### config.mk
export PLATFORM = sky130hd
export DESIGN_NAME = linebuf_seq
export DESIGN_NICKNAME = d
export VERILOG_FILES = /design/src/rtl/linebuf_pkg.sv /design/src/rtl/linebuf_flush_gen.sv /design/src/rtl/linebuf_seq.sv
export SDC_FILE = /design/constraint.sdc
export NUM_CORES = 1
export LEC_CHECK = 0
export ABC_AREA = 1
export ABC_CLOCK_PERIOD_IN_PS = 2700
export CAP_MARGIN = 15
export CORE_UTILIZATION = 55
export DETAILED_ROUTE_END_ITERATION = 8
export DONT_BUFFER_PORTS = 1
export PLACE_DENSITY = 0.74
export REMOVE_ABC_BUFFERS = 1
export SYNTH_ARGS = -nofsm -noshare
export SYNTH_HDL_FRONTEND = slang
export SYNTH_SLANG_ARGS = --single-unit
### constraint.sdc
create_clock -name clk -period 2.7 [get_ports clk]
set_input_delay 0.54 -clock clk [delete_from_list [all_inputs] [get_ports clk]]
set_output_delay 0.54 -clock clk [all_outputs]
set_load 0.005 [all_outputs]
### src/rtl/linebuf_pkg.sv
// Shared types and width helpers for the line-buffer sequencer.
// Latency: n/a (types and constant functions only).
// Backpressure: n/a.
package linebuf_pkg;

    // Frame-level sequencer states
    typedef enum logic [1:0] {
        IDLE,
        FILL,
        RUN,
        FLUSH
    } seq_state_t;

    // Synthetic flush-line generator states
    typedef enum logic [1:0] {
        FG_IDLE,
        FG_GAP,
        FG_LINE
    } flush_state_t;

    // Bits needed to count 0..n-1 (never less than one bit)
    function automatic int cnt_w(input int n);
        return (n > 1) ? $clog2(n) : 1;
    endfunction

    // Column counter width: 0..width-1
    function automatic int col_w(input int width);
        return cnt_w(width);
    endfunction

    // Row counter width: must reach height+depth-2 while flush lines drain
    function automatic int row_w(input int height, input int depth);
        return cnt_w(height + depth - 1);
    endfunction

endpackage

### src/rtl/linebuf_flush_gen.sv
// Generates synthetic end-of-frame lines: gap cycles, then a full line of dv.
// Latency: outputs are decoded from registered state; first dv FLUSH_GAP cycles after start.
// Backpressure: none; abort_i returns it to idle at the next edge.
module linebuf_flush_gen
    import linebuf_pkg::*;
#(
    parameter int SCREENWIDTH = 1600,
    parameter int FLUSH_GAP   = 16,
    parameter int LINES_W     = 2
) (
    input  logic               clk,
    input  logic               rst,
    input  logic               start_i,
    input  logic               abort_i,
    input  logic [LINES_W-1:0] lines_i,
    output logic               dv_o,
    output logic               line_end_o,
    output logic               done_o
);

    localparam int CW = col_w(SCREENWIDTH);
    localparam int GW = cnt_w(FLUSH_GAP);

    flush_state_t       state_q, state_d;
    logic [GW-1:0]      gap_q, gap_d;
    logic [CW-1:0]      pix_q, pix_d;
    logic [LINES_W-1:0] line_q, line_d;

    // Next-state: gap countdown, pixel run, line accounting
    always_comb begin
        state_d    = state_q;
        gap_d      = gap_q;
        pix_d      = pix_q;
        line_d     = line_q;
        dv_o       = 1'b0;
        line_end_o = 1'b0;
        done_o     = 1'b0;

        case (state_q)
            FG_IDLE: begin
            end
            FG_GAP: begin
                if (gap_q == GW'(FLUSH_GAP - 1)) begin
                    state_d = FG_LINE;
                    pix_d   = '0;
                end else begin
                    gap_d = gap_q + 1'b1;
                end
            end
            FG_LINE: begin
                dv_o  = 1'b1;
                pix_d = pix_q + 1'b1;
                if (pix_q == CW'(SCREENWIDTH - 1)) begin
                    line_end_o = 1'b1;
                    pix_d      = '0;
                    gap_d      = '0;
                    if (line_q == lines_i - LINES_W'(1)) begin
                        done_o  = 1'b1;
                        state_d = FG_IDLE;
                    end else begin
                        line_d = line_q + 1'b1;
                        if (FLUSH_GAP == 0) state_d = FG_LINE;
                        else                state_d = FG_GAP;
                    end
                end
            end
            default: state_d = FG_IDLE;
        endcase

        if (start_i) begin
            gap_d  = '0;
            pix_d  = '0;
            line_d = '0;
            if (FLUSH_GAP == 0) state_d = FG_LINE;
            else                state_d = FG_GAP;
        end

        if (abort_i) begin
            state_d = FG_IDLE;
        end
    end

    // State and counter registers
    always_ff @(posedge clk) begin
        if (!rst) begin
            state_q <= FG_IDLE;
            gap_q   <= '0;
            pix_q   <= '0;
            line_q  <= '0;
        end else begin
            state_q <= state_d;
            gap_q   <= gap_d;
            pix_q   <= pix_d;
            line_q  <= line_d;
        end
    end

endmodule

### src/rtl/linebuf_seq.sv
// Frame sequencer driving the line buffer; tracks row/col, primes window, flushes at frame end. Optional stats: LINEBUF_SEQ_STATS_EN.
// Latency: buf_* outputs one cycle after the input pixel; win_* one cycle after buf_dv_o.
// Backpressure: none; overlong-line pixels and pixels during flush are dropped and flagged.
module linebuf_seq
    import linebuf_pkg::*;
#(
    parameter int COLORDEPTH   = 8,
    parameter int SCREENWIDTH  = 1600,
    parameter int SCREENHEIGHT = 900,
    parameter int BUF_DEPTH    = 3,
    parameter int FLUSH_GAP    = 16
) (
    input  logic                              clk,
    input  logic                              rst,
    input  logic                              vs_i,
    input  logic                              dv_i,
    input  logic [COLORDEPTH-1:0]             data_i,
    output logic [COLORDEPTH-1:0]             buf_data_o,
    output logic                              buf_dv_o,
    output logic                              buf_line_end_o,
    output logic                              win_valid_o,
    output logic [cnt_w(SCREENHEIGHT)-1:0]    win_row_o,
    output logic [col_w(SCREENWIDTH)-1:0]     win_col_o,
`ifdef LINEBUF_SEQ_STATS_EN
    output logic [15:0]                       frame_cnt_o,
    output logic [15:0]                       err_cnt_o,
    output logic [col_w(SCREENWIDTH):0]       last_len_o,
`endif
    output logic                              busy_o,
    output logic                              sync_err_o,
    output logic                              len_err_o
);

    localparam int CW  = col_w(SCREENWIDTH);
    localparam int RW  = row_w(SCREENHEIGHT, BUF_DEPTH);
    localparam int WRW = cnt_w(SCREENHEIGHT);
    localparam int LW  = cnt_w(BUF_DEPTH);

    localparam logic [CW-1:0] LAST_COL  = CW'(SCREENWIDTH - 1);
    localparam logic [RW-1:0] LAST_ROW  = RW'(SCREENHEIGHT - 1);
    localparam logic [RW-1:0] FILL_ROWS = RW'(BUF_DEPTH - 1);
    localparam logic [RW-1:0] FILL_LAST = RW'(BUF_DEPTH - 2);

    seq_state_t            state_q, state_d;
    logic [CW-1:0]         col_q, col_d;
    logic [RW-1:0]         row_q, row_d;
    logic                  gap_req_q, gap_req_d;
    logic                  err_seen_q, err_seen_d;
    logic [COLORDEPTH-1:0] buf_data_q, buf_data_d;
    logic                  buf_dv_q, buf_dv_d;
    logic                  buf_le_q, buf_le_d;
    logic [RW-1:0]         buf_row_q, buf_row_d;
    logic [CW-1:0]         buf_col_q, buf_col_d;
    logic                  win_valid_q, win_valid_d;
    logic [WRW-1:0]        win_row_q, win_row_d;
    logic [CW-1:0]         win_col_q, win_col_d;
    logic                  len_err_q, len_err_d;
    logic                  sync_err_q, sync_err_d;
    logic                  line_done;
    logic                  flush_start;
    logic                  flush_abort;
    logic                  fg_dv;
    logic                  fg_le;
    logic                  fg_done;

    linebuf_flush_gen #(
        .SCREENWIDTH (SCREENWIDTH),
        .FLUSH_GAP   (FLUSH_GAP),
        .LINES_W     (LW)
    ) u_flush (
        .clk        (clk),
        .rst        (rst),
        .start_i    (flush_start),
        .abort_i    (flush_abort),
        .lines_i    (LW'(BUF_DEPTH - 1)),
        .dv_o       (fg_dv),
        .line_end_o (fg_le),
        .done_o     (fg_done)
    );

    // Sequencer: pixel forwarding, line-length policing, row/col tracking, state moves
    always_comb begin
        state_d     = state_q;
        col_d       = col_q;
        row_d       = row_q;
        gap_req_d   = gap_req_q;
        err_seen_d  = err_seen_q;
        buf_data_d  = '0;
        buf_dv_d    = 1'b0;
        buf_le_d    = 1'b0;
        buf_row_d   = row_q;
        buf_col_d   = col_q;
        len_err_d   = 1'b0;
        sync_err_d  = 1'b0;
        line_done   = 1'b0;
        flush_start = 1'b0;
        flush_abort = 1'b0;

        case (state_q)
            IDLE: begin
            end
            FILL, RUN: begin
                if (dv_i) begin
                    if (gap_req_q) begin
                        // Line already ended without a dv gap: drop, report once
                        len_err_d  = ~err_seen_q;
                        err_seen_d = 1'b1;
                    end else begin
                        buf_dv_d   = 1'b1;
                        buf_data_d = data_i;
                        if (col_q == LAST_COL) begin
                            buf_le_d   = 1'b1;
                            col_d      = '0;
                            gap_req_d  = 1'b1;
                            err_seen_d = 1'b0;
                            line_done  = 1'b1;
                        end else begin
                            col_d = col_q + 1'b1;
                        end
                    end
                end else begin
                    gap_req_d  = 1'b0;
                    err_seen_d = 1'b0;
                    // Short line: counted as complete, buffer resets on dv low
                    if (col_q != '0) begin
                        len_err_d = 1'b1;
                        col_d     = '0;
                        line_done = 1'b1;
                    end
                end

                if (line_done) begin
                    row_d = row_q + 1'b1;
                    if (state_q == FILL && row_q == FILL_LAST) begin
                        state_d = RUN;
                    end
                    if (state_q == RUN && row_q == LAST_ROW) begin
                        state_d     = FLUSH;
                        flush_start = 1'b1;
                    end
                end
            end
            FLUSH: begin
                len_err_d = dv_i;
                if (fg_dv) begin
                    buf_dv_d = 1'b1;
                    if (fg_le) begin
                        buf_le_d = 1'b1;
                        col_d    = '0;
                        row_d    = row_q + 1'b1;
                    end else begin
                        col_d = col_q + 1'b1;
                    end
                end
                if (fg_done) begin
                    state_d = IDLE;
                    col_d   = '0;
                    row_d   = '0;
                end
            end
            default: state_d = IDLE;
        endcase

        // Frame start wins over everything, including a coincident line end
        if (vs_i) begin
            sync_err_d  = (state_q != IDLE);
            len_err_d   = 1'b0;
            state_d     = FILL;
            col_d       = '0;
            row_d       = '0;
            buf_dv_d    = 1'b0;
            buf_le_d    = 1'b0;
            buf_data_d  = '0;
            gap_req_d   = dv_i;
            err_seen_d  = dv_i;
            line_done   = 1'b0;
            flush_start = 1'b0;
            flush_abort = 1'b1;
        end
    end

    // Window stage: one cycle behind the buffer drive, only once the window is primed
    always_comb begin
        win_valid_d = buf_dv_q && (buf_row_q >= FILL_ROWS);
        win_row_d   = win_row_q;
        win_col_d   = win_col_q;
        if (win_valid_d) begin
            win_row_d = WRW'(buf_row_q - FILL_ROWS);
            win_col_d = buf_col_q;
        end
    end

    // State, counter and output registers
    always_ff @(posedge clk) begin
        if (!rst) begin
            state_q     <= IDLE;
            col_q       <= '0;
            row_q       <= '0;
            gap_req_q   <= 1'b0;
            err_seen_q  <= 1'b0;
            buf_data_q  <= '0;
            buf_dv_q    <= 1'b0;
            buf_le_q    <= 1'b0;
            buf_row_q   <= '0;
            buf_col_q   <= '0;
            win_valid_q <= 1'b0;
            win_row_q   <= '0;
            win_col_q   <= '0;
            len_err_q   <= 1'b0;
            sync_err_q  <= 1'b0;
        end else begin
            state_q     <= state_d;
            col_q       <= col_d;
            row_q       <= row_d;
            gap_req_q   <= gap_req_d;
            err_seen_q  <= err_seen_d;
            buf_data_q  <= buf_data_d;
            buf_dv_q    <= buf_dv_d;
            buf_le_q    <= buf_le_d;
            buf_row_q   <= buf_row_d;
            buf_col_q   <= buf_col_d;
            win_valid_q <= win_valid_d;
            win_row_q   <= win_row_d;
            win_col_q   <= win_col_d;
            len_err_q   <= len_err_d;
            sync_err_q  <= sync_err_d;
        end
    end

    assign buf_data_o     = buf_data_q;
    assign buf_dv_o       = buf_dv_q;
    assign buf_line_end_o = buf_le_q;
    assign win_valid_o    = win_valid_q;
    assign win_row_o      = win_row_q;
    assign win_col_o      = win_col_q;
    assign busy_o         = (state_q != IDLE);
    assign sync_err_o     = sync_err_q;
    assign len_err_o      = len_err_q;

`ifdef LINEBUF_SEQ_STATS_EN
    localparam logic [CW:0] FULL_LEN = (CW + 1)'(SCREENWIDTH);

    logic [15:0] frame_cnt_q, frame_cnt_d;
    logic [15:0] err_cnt_q, err_cnt_d;
    logic [CW:0] last_len_q, last_len_d;

    // Stats: completed frames (wrap), error events (saturate), last line length
    always_comb begin
        frame_cnt_d = frame_cnt_q;
        err_cnt_d   = err_cnt_q;
        last_len_d  = last_len_q;
        if (state_q == FLUSH && state_d == IDLE) begin
            frame_cnt_d = frame_cnt_q + 16'd1;
        end
        if ((sync_err_d || len_err_d) && err_cnt_q != 16'hFFFF) begin
            err_cnt_d = err_cnt_q + 16'd1;
        end
        if (line_done) begin
            last_len_d = buf_le_d ? FULL_LEN : {1'b0, col_q};
        end
    end

    // Stats registers
    always_ff @(posedge clk) begin
        if (!rst) begin
            frame_cnt_q <= '0;
            err_cnt_q   <= '0;
            last_len_q  <= '0;
        end else begin
            frame_cnt_q <= frame_cnt_d;
            err_cnt_q   <= err_cnt_d;
            last_len_q  <= last_len_d;
        end
    end

    assign frame_cnt_o = frame_cnt_q;
    assign err_cnt_o   = err_cnt_q;
    assign last_len_o  = last_len_q;
`endif

endmodule

=== Word-level counts from Yosys, hierarchy flattened ===
Index checks and enable logic that the tools add are counted.

* Bits in registers: 99
* Memories kept: 0
* Bits in read-only memories: 0
* Bits in writable memories: 0
* Output and inout port bits: 35
* Input port bits: 12
* Latch bits: 0
* Logic and storage cells: 155

* Magnitude comparators: 1
* Add/subtract/negate cells: 6
* Shifts and indexed selects: 0
* Multiply operators: 0
* Div/mod/pow operators: 0
* Equal/unequal tests: 28
* Reductions and logical operators: 27
* Muxes and demuxes: 66
* Bitwise logic cells: 6

{| class="wikitable"
|+ Operators with widths
! operator !! number
|-
| two-way mux 11 bit || 9
|-
| case mux 11 bit (2 select lines) || 2
|-
| two-way mux 10 bit || 4
|-
| two-way mux 1 bit || 36
|-
| adder 11 x 1 -> 11 bit (second input constant) || 2
|-
| == test 11 bit (second input constant) || 2
|-
| inequality test 3 bit (second input constant) || 7
|-
| case mux 10 bit (2 select lines) || 1
|-
| AND reduction 4 bit || 4
|-
| two-way mux 2 bit || 6
|-
| AND reduction 3 bit || 4
|-
| nonzero test 11 bit || 1
|-
| adder 10 x 1 -> 10 bit (second input constant) || 1
|-
| == test 10 x 1 -> 1 bit (second input constant) || 1
|-
| == test 10 bit (second input constant) || 1
|-
| >= comparator 10 x 2 -> 1 bit (second input constant) || 1
|-
| subtractor 10 x 2 -> 10 bit (second input constant) || 1
|-
| two-way mux 4 bit || 2
|-
| inequality test 2 bit (second input constant) || 4
|-
| case mux 4 bit (2 select lines) || 1
|-
| nonzero test 2 bit || 4
|-
| OR reduction 2 bit || 4
|-
| == test 2 x 1 -> 1 bit (second input constant) || 3
|-
| == test 2 bit (second input constant) || 3
|-
| 17 further kinds || 30
|}

=== Logic depth before layout (Yosys ltp) ===
Gate-level depths: netlist of run 1.

* Word-level depth: 10
* Mapped depth: 13
* Gate-level depth less buffers: 13

=== Cells and area by module ===
From an unflattened synthesis of run 1, not the netlist that was laid out.

* Cells, all modules: 682
* Area, all modules: 4770.8 µm²

{| class="wikitable"
|+ Modules (own cells, without submodules)
! module !! area each (µm²) !! instances !! cells each !! sequential area each (µm²)
|-
| linebuf_seq || 3587.2 || 1 || 502 || 1601.5
|-
| linebuf_flush_gen || 1183.6 || 1 || 180 || 380.4
|}

=== Least setup slack after synthesis of run 1 ===
Ideal clock, no wire load.

* Kind: reg-to-reg
* Start: register state_q[0]
* End: register col_q[6] (netlist: buf_col_d[6])
* Setup time: 0.080 ns
* Data required time: 2.620 ns
* Period minus slack after synthesis: 1.833 ns
* Slack: 0.867 ns
* Stages on the path, launching flop included: 13
* Buffers on the path: 1
* Arrival: 1.754 ns
* Path through: dfxtp_1 > inv_1 > ha_1 > buf_2 > nor2_1 > inv_1 > o21ai_1 > inv_1 > nand2_1 > inv_2 > nand2_1 > nand2_2 > nor3b_1

* Cells in the longest elaborated chain, start to end: 4
* Elaborated cells between the ends (all ways): 10
* Classes of those cells: 6 x eq/ne; 1 x mux; 3 x reduce/logical

{| class="wikitable"
|+ RTL lines
! what !! RTL line !! source
|-
| start: declaration || linebuf_seq.sv:44 || <nowiki>seq_state_t state_q, state_d;</nowiki>
|-
| start signal: assignment || linebuf_seq.sv:212 || <nowiki>state_q <= state_d;</nowiki>
|-
| == test 2 x 1 -> 1 bit or == test 2 bit (tied branches) || linebuf_seq.sv:99 || <nowiki>case (state_q)</nowiki>
|-
| OR reduction 2 bit || - ||
|-
| inequality test 3 bit (no line) or nonzero test 2 bit (tied branches) || - ||
|-
| AND reduction 4 bit (no line) || - ||
|-
| end signal: assignment || linebuf_seq.sv:213 || <nowiki>col_q <= col_d;</nowiki>
|-
| end: declaration || linebuf_seq.sv:45 || <nowiki>logic [CW-1:0] col_q, col_d;</nowiki>
|}

Parallel ways exist; a longest one is shown, timed or not.
A chain may end at the register's enable or synchronous reset.

=== Worst setup path in the final report of run 1 ===
* Start: register state_q[0]
* End: register col_q[8] (netlist: buf_col_d[8])

Same word-level chain as after synthesis.

==> metrics.txt, run 1 <==
outcome=complete, but fails checks; failing checks=DRC; Via density=5.148; # rows=33; final net count=670; DR WL/cell=11.80 um; clk sinks=99; H-tree levels=3; sequential power share=57.4%; DRC viols=2; Post-Syn Instances=643; initial core utilization=56.55%; total grt overflow=0; Iter 0 DRT Violations=181; Die X=93.69 um; Final Util=59.75%; R2R Path Start=state_q[0]$_SDFFE_PN0P_; PD cells=532.6 nW/um^2; Hold Crit Class=primary input to register; Worst Setup SP=state_q[0]$_SDFFE_PN0P_; IO buf count=0; peak supply drop=0.0003055 V; CTS hold repair buffers=0; CTS buffer count=9; Post-synth ARST share=0%; clk_lat worst skew=0.38 ns; FILL cells=757; Avg Inst Size Synth=7.190 um^2; Slew HR=57.71%; Critical Path Source Type=register; EDFF count, synth=0; hpwl dp=6454 um; R2R setup slack=0.59 ns; Antenna diodes=0; critical path class=register to register; first-pass GRT wire length=15,540 um; Fin. Hold Viols=0; total internal power=1.895 mW; synthesized area=4623 um^2; maxcap violations=0; P&R area growth vs syn=5.656%; Max clock buf depth=2; CP endpoint kind=register; share of layout cells above drive strength 1=7.585%; die area=8777 um^2; R2R depth=12; fin area=4885 um^2; DRT Pass-1 Iters=7; Most used DFF post-synth=dfxtp_1; Worst EP required=2.97 ns; IO Count=47; clock power share=36.0%; clock-pin slew on the worst setup and hold paths=0.11 ns; Worst EP arrival=2.38 ns; combinational fraction of design power=6.6%; worst path cell trace=inv_1 -> ha_1 -> nor2_1 -> inv_1 -> o21ai_1 -> inv_1 -> nand2_1 -> inv_2 -> nand2_1 -> nand2_2 -> nor2_1 -> and2_1; Ys Warns=0; CTS resizes=0; CTS Root Cell=clkbuf_8; initial antenna violation count=0; crit path to=buf_col_d[8]$_SDFFE_PP0P_; flops & latches, synth=99; critical path's largest stage delay=0.49 ns; Die Ht=93.69 um; setup repair bufs after CTS=0; drt total wl=8862 um; Final min period=2.107 ns; DRT antenna net count=0; sequential share of the synthesized area=42.87%; Core Area=8175 um^2; total track usage=22.30%; largest net degree at the start of global routing=47; CP max FO=10; vias=3,866; sw frac=27.17%; post-synth cell types=42; Worst Tran Pin Value=0.6337 ns; Psw=0.7069 mW; leakage power=2.145 nW; Slowest-stage cell, CP=ha_1; Setup-failing EPs final=0; Fin Clk Skew=0.01477 ns; CTS tree=done; routability congestion estimate=0.8471; Crit path top cell by count=inv_1; fin crit share=78.05%; Slew Limit Fails=0; fmax=0.4745 GHz; Placed Area=4690 um^2; vias in the first global route=3,703; Setup TNS=0 ns; reg2reg end=buf_col_d[8]$_SDFFE_PP0P_; RSZ-0062 raised after global routing=false
## critical path, delay by kind of cell, from the launching register on
family | cells | cell delay, ns
buffers and inverters | 4 | 0.36
and+or+nand+nor | 6 | 0.64
adders and majority gates | 1 | 0.49
DFF | 1 | 0.40
AOI/OAI and AO/OA | 1 | 0.11
## synth_stat cells, types with 2 or more instances
library cell,n,area share [%]
ha_1,17,4.6
nor3_1,9,0.97
dfxtp_1,99,43
o21ba_2,3,0.65
nor2_1,114,9.3
a21oi_1,22,2.4
or2_2,4,0.54
nor2_2,2,0.27
nand2_2,10,1.4
nor3b_1,4,0.65
inv_2,2,0.16
nand4_1,11,1.5
o21ai_0,37,4.0
inv_1,98,8.0
nand3_1,33,3.6
xor2_1,14,2.7
xnor2_1,2,0.38
o21ai_1,2,0.22
clkbuf_1,8,0.65
nand3b_1,4,0.65
buf_2,5,0.54
o22ai_1,2,0.27
o21a_1,2,0.32
nand2_1,121,9.8
## metrics by stage
step                hold slack (ns)  power (mW)  cells  worst slack [ns]
floorplan                    0.4199       1.656    627            0.1876
global placement             0.4317       1.693    735            0.7023
CTS                          0.2499       2.617    751            0.5997
finish                       0.2580       2.601    751            0.5927
detailed placement           0.4305       1.698    735            0.6279
global route                 0.2467       2.703    751            0.3585
## cell families (layout without fill, tap and decap cells)
logic type	Yosys count	count (layout)	synth area share [%]
buffers and inverters	117	120	10.12
AOI/OAI and AO/OA	75	75	9.364
DFF	99	99	42.87
xor gates and xnor gates	16	16	3.031
adders and majority gates	17	17	4.601
and+or+nand+nor	319	319	30.01
## power groups by stage
stage	clock [mW]	combinational [mW]	sequential, mW
floorplan	0	0.134	1.52
global placement	0	0.168	1.53
detailed placement	0	0.172	1.53
CTS	0.951	0.173	1.49
global route	1.01	0.199	1.50
finish	0.936	0.173	1.49
## cell usage in the layout (no fill, tap or decap), types with 2 or more instances in the layout
| cell | count |
|---|---|
| buf_4 | 3 |
| o21ai_1 | 3 |
| inv_1 | 98 |
| or2_2 | 4 |
| xnor2_1 | 2 |
| dfxtp_1 | 99 |
| nor3b_1 | 4 |
| o21ba_2 | 3 |
| nor3_1 | 9 |
| ha_1 | 17 |
| inv_2 | 2 |
| inv_8 | 3 |
| nor2_2 | 2 |
| o21a_1 | 2 |
| a21oi_1 | 22 |
| xor2_1 | 14 |
| nand3b_1 | 4 |
| clkinv_2 | 2 |
| nand2_2 | 10 |
| nand4_1 | 11 |
| nand2_1 | 121 |
| nor2_1 | 114 |
| o21ai_0 | 36 |
| clkbuf_8 | 9 |
| nand3_1 | 33 |
| o22ai_1 | 2 |
## area by class of cell
cell class                      instances  area, um^2  area share (%)
Clock buffer                            9       123.9           2.536
Clock inverter                          7       71.32           1.460
Inverter                              101       380.4           7.787
Multi-Input combinational cell        427        2173           44.49
Sequential cell                        99        1982           40.57
Tap cell                              105       131.4           2.690
Timing Repair Buffer                    3       22.52          0.4611
## flip-flops by register name (all words and copies together), names as in the netlist, 2 cells and up
name and flops:
state_q 2, buf_row_q 10, u_flush.pix_q 11, u_flush.gap_q 4, buf_col_d 11, win_row_o 10
buf_data_o 8, buf_col_q 11, u_flush.state_q 2, buf_row_d 10, win_col_o 11, u_flush.line_q 2
## how the worst min path moves through the flow
stage | start | endpoint | slack (ns) | depth (start not counted)
after floorplan | err_seen_q$_SDFFE_PN0P_ | err_seen_q$_SDFFE_PN0P_ | 0.42 | 2
after global placement | buf_col_d[5]$_SDFFE_PP0P_ | buf_col_q[5]$_SDFF_PN0_ | 0.43 | 2
after detailed placement | buf_col_d[5]$_SDFFE_PP0P_ | buf_col_q[5]$_SDFF_PN0_ | 0.43 | 2
after CTS | rst | buf_col_q[1]$_SDFF_PN0_ | 0.25 | 2
after global routing | rst | buf_col_q[1]$_SDFF_PN0_ | 0.25 | 2
final | rst | buf_col_q[1]$_SDFF_PN0_ | 0.26 | 2
## metal layers
layer	global-route usage, %	up-vias	part of all wire [%]
li1	-	1994	-
met1	26.60	1748	47
met2	38.69	108	47
met3	4.288	16	4.2
met4	9.872	0	1.8
met5	0	-	0
No activity file was read; power rests on OpenSTA's default activity.
==> inputs of run 2 (changes only) <==
- ABC_CLOCK_PERIOD_IN_PS: 2700 -> 2200
- clock period: 2.7 -> 2.2 ns (I/O delays scaled with it)
==> run 2 against run 1 <==
Clock power is 22% higher. Global-route usage is 0.89 points lower. Non-clock buffer count is 1 higher. Wire length is 0.62% lower. Combinational power is 25% higher. Critical path depth is 3 lower. Sequential share of layout area stayed put. Cell count is 0.13% higher. The flow now finishes without violations. Via count is 1.6% lower. Hold slack worse by 0.11 ns. Critical path type unchanged.
==> metrics.txt, run 2 (synthesis results as in run 1) <==
R2R Path Start=state_q[1]$_SDFFE_PP0P_ (was state_q[0]$_SDFFE_PN0P_); Worst EP required=2.49 ns (was 2.97 ns); PD cells=652.9 nW/um^2 (was 532.6 nW/um^2); critical path class=register to register (unchanged); Antenna diodes=0 (unchanged); Final Util=59.75% (unchanged); leakage power=2.149 nW (was 2.145 nW); clock-pin slew on the worst setup and hold paths=0.11 ns (about the same); total track usage=21.41% (was 22.30%); combinational fraction of design power=6.8% (was 6.6%); # rows=33 (unchanged); total internal power=2.324 mW (was 1.895 mW); routability congestion estimate=0.8740 (was 0.8471); Worst Tran Pin Value=0.6518 ns (was 0.6337 ns); Die X=93.69 um (unchanged); Fin. Hold Viols=0 (unchanged); CP max FO=10 (unchanged); DR WL/cell=11.71 um (was 11.80 um); hold path startpoint=data_i[0] (was rst); CTS Root Cell=clkbuf_8 (unchanged); DRT antenna net count=0 (unchanged); Slew HR=56.50% (was 57.71%); RSZ-0062 raised after global routing=false (unchanged); Pwr Total=3.189 mW (was 2.601 mW); CTS tree=done (unchanged); Iter 0 DRT Violations=173 (was 181); final net count=671 (was 670); setup repair bufs after CTS=0 (unchanged); clk_lat worst skew=0.38 ns (about the same); total grt overflow=0 (unchanged); H-tree levels=3 (unchanged); P&R area growth vs syn=5.656% (unchanged); most common library cell in the layout ignoring fill and taps=nand2_1 (unchanged); fmax=0.4914 GHz (was 0.4745 GHz); initial core utilization=56.55% (unchanged); largest net degree at the start of global routing=47 (unchanged); maxcap violations=0 (unchanged); drt total wl=8807 um (was 8862 um); Slew Limit Fails=0 (unchanged); hpwl dp=6403 um (was 6454 um); most frequent cells in the layout=nand2_1, nor2_1, dfxtp_1 (unchanged); Worst Setup SP=state_q[1]$_SDFFE_PP0P_ (was state_q[0]$_SDFFE_PN0P_); CTS hold repair buffers=0 (unchanged); clk sinks=99 (unchanged); fin crit share=92.50% (was 78.05%); vias=3,804 (was 3,866); DRT Pass-1 Iters=5 (was 7); peak supply drop=0.0003800 V (was 0.0003055 V); Core Area=8175 um^2 (unchanged); sw frac=27.13% (was 27.17%); outcome=completed (was complete, but fails checks); Worst EP arrival=2.33 ns (was 2.38 ns); CP endpoint kind=register (unchanged); die area=8777 um^2 (unchanged); share of layout cells above drive strength 1=7.728% (was 7.585%); Psw=0.8651 mW (was 0.7069 mW); Die Ht=93.69 um (unchanged); CTS resizes=0 (unchanged); first-pass GRT wire length=14,800 um (was 15,540 um); CTS buffer count=9 (unchanged); vias in the first global route=3,547 (was 3,703); IO Count=47 (unchanged); Fin Clk Skew=0.01695 ns (was 0.01477 ns); Final min period=2.035 ns (was 2.107 ns); IO buf count=0 (unchanged); Hold Crit Class=primary input to register (unchanged); Critical Path Source Type=register (unchanged); Via density=5.059 (was 5.148); sequential power share=57.4% (about the same); DRC viols=0 (was 2); initial antenna violation count=0 (unchanged); Setup-failing EPs final=0 (unchanged); clock power share=35.8% (was 36.0%); Max clock buf depth=2 (unchanged)
run 2: area by class of cell:
| class | count | area, um^2 |
|---|---|---|
| inverters | 101 | 380.4 |
| fillers | 761 | 3291 |
| flip-flops and latches | 99 | 1982 |
| clock inverters | 7 | 63.81 |
| clock buffers | 9 | 123.9 |
| repair buffers | 4 | 30.03 |
| multi-input cells | 427 | 2173 |
| well taps | 105 | 131.4 |
run 2: critical path: stages (launching register included):
cell and delay, ns:
dfxtp_1 0.40, ha_1 0.41, inv_2 0.15, o21ai_1 0.29, inv_1 0.08, nand2_1 0.11
inv_2 0.08, nand2_1 0.09, nand2_2 0.14, nor3b_1 0.21
run 2: final timing paths:
check / end / slack (ns) / depth (start not counted)
setup / recovery: buf_col_d[5]$_SDFFE_PP0P_ / 0.16 / 9
hold / removal: buf_data_o[0]$_SDFF_PP0_ / 0.15 / 2
setup reg to reg: buf_col_d[5]$_SDFFE_PP0P_ / 0.16 / 9
hold reg to reg: buf_col_q[5]$_SDFF_PN0_ / 0.45 / 2
run 2: layer usage:
layer,global-route usage [%],up-vias,share of wire [%]
met4,9.103,0,1.7
met3,4.854,14,4.3
li1,-,1995,-
met5,0,-,0
met2,36.92,98,48
met1,25.39,1697,46
run 2: power by group through the flow:
stage / Combinational (mW) / Sequential [mW] / Clock [mW]
floorplan: 0.165 / 1.87 / 0
global placement: 0.210 / 1.87 / 0
detailed placement: 0.215 / 1.87 / 0
CTS: 0.216 / 1.83 / 1.17
global route: 0.246 / 1.84 / 1.25
finish: 0.216 / 1.83 / 1.14
run 2: stage by stage:
step	instance area (um^2)	TNS, ns	std cells	setup slack, ns	hold slack, ns
floorplan	4536	-5.028	627	-0.3124	0.4199
global placement	4697	0	736	0.2462	0.4312
detailed placement	4697	0	736	0.1886	0.4398
CTS	4885	0	752	0.1585	0.1382
global route	4885	0	752	0.001621	0.1356
finish	4885	0	752	0.1649	0.1522
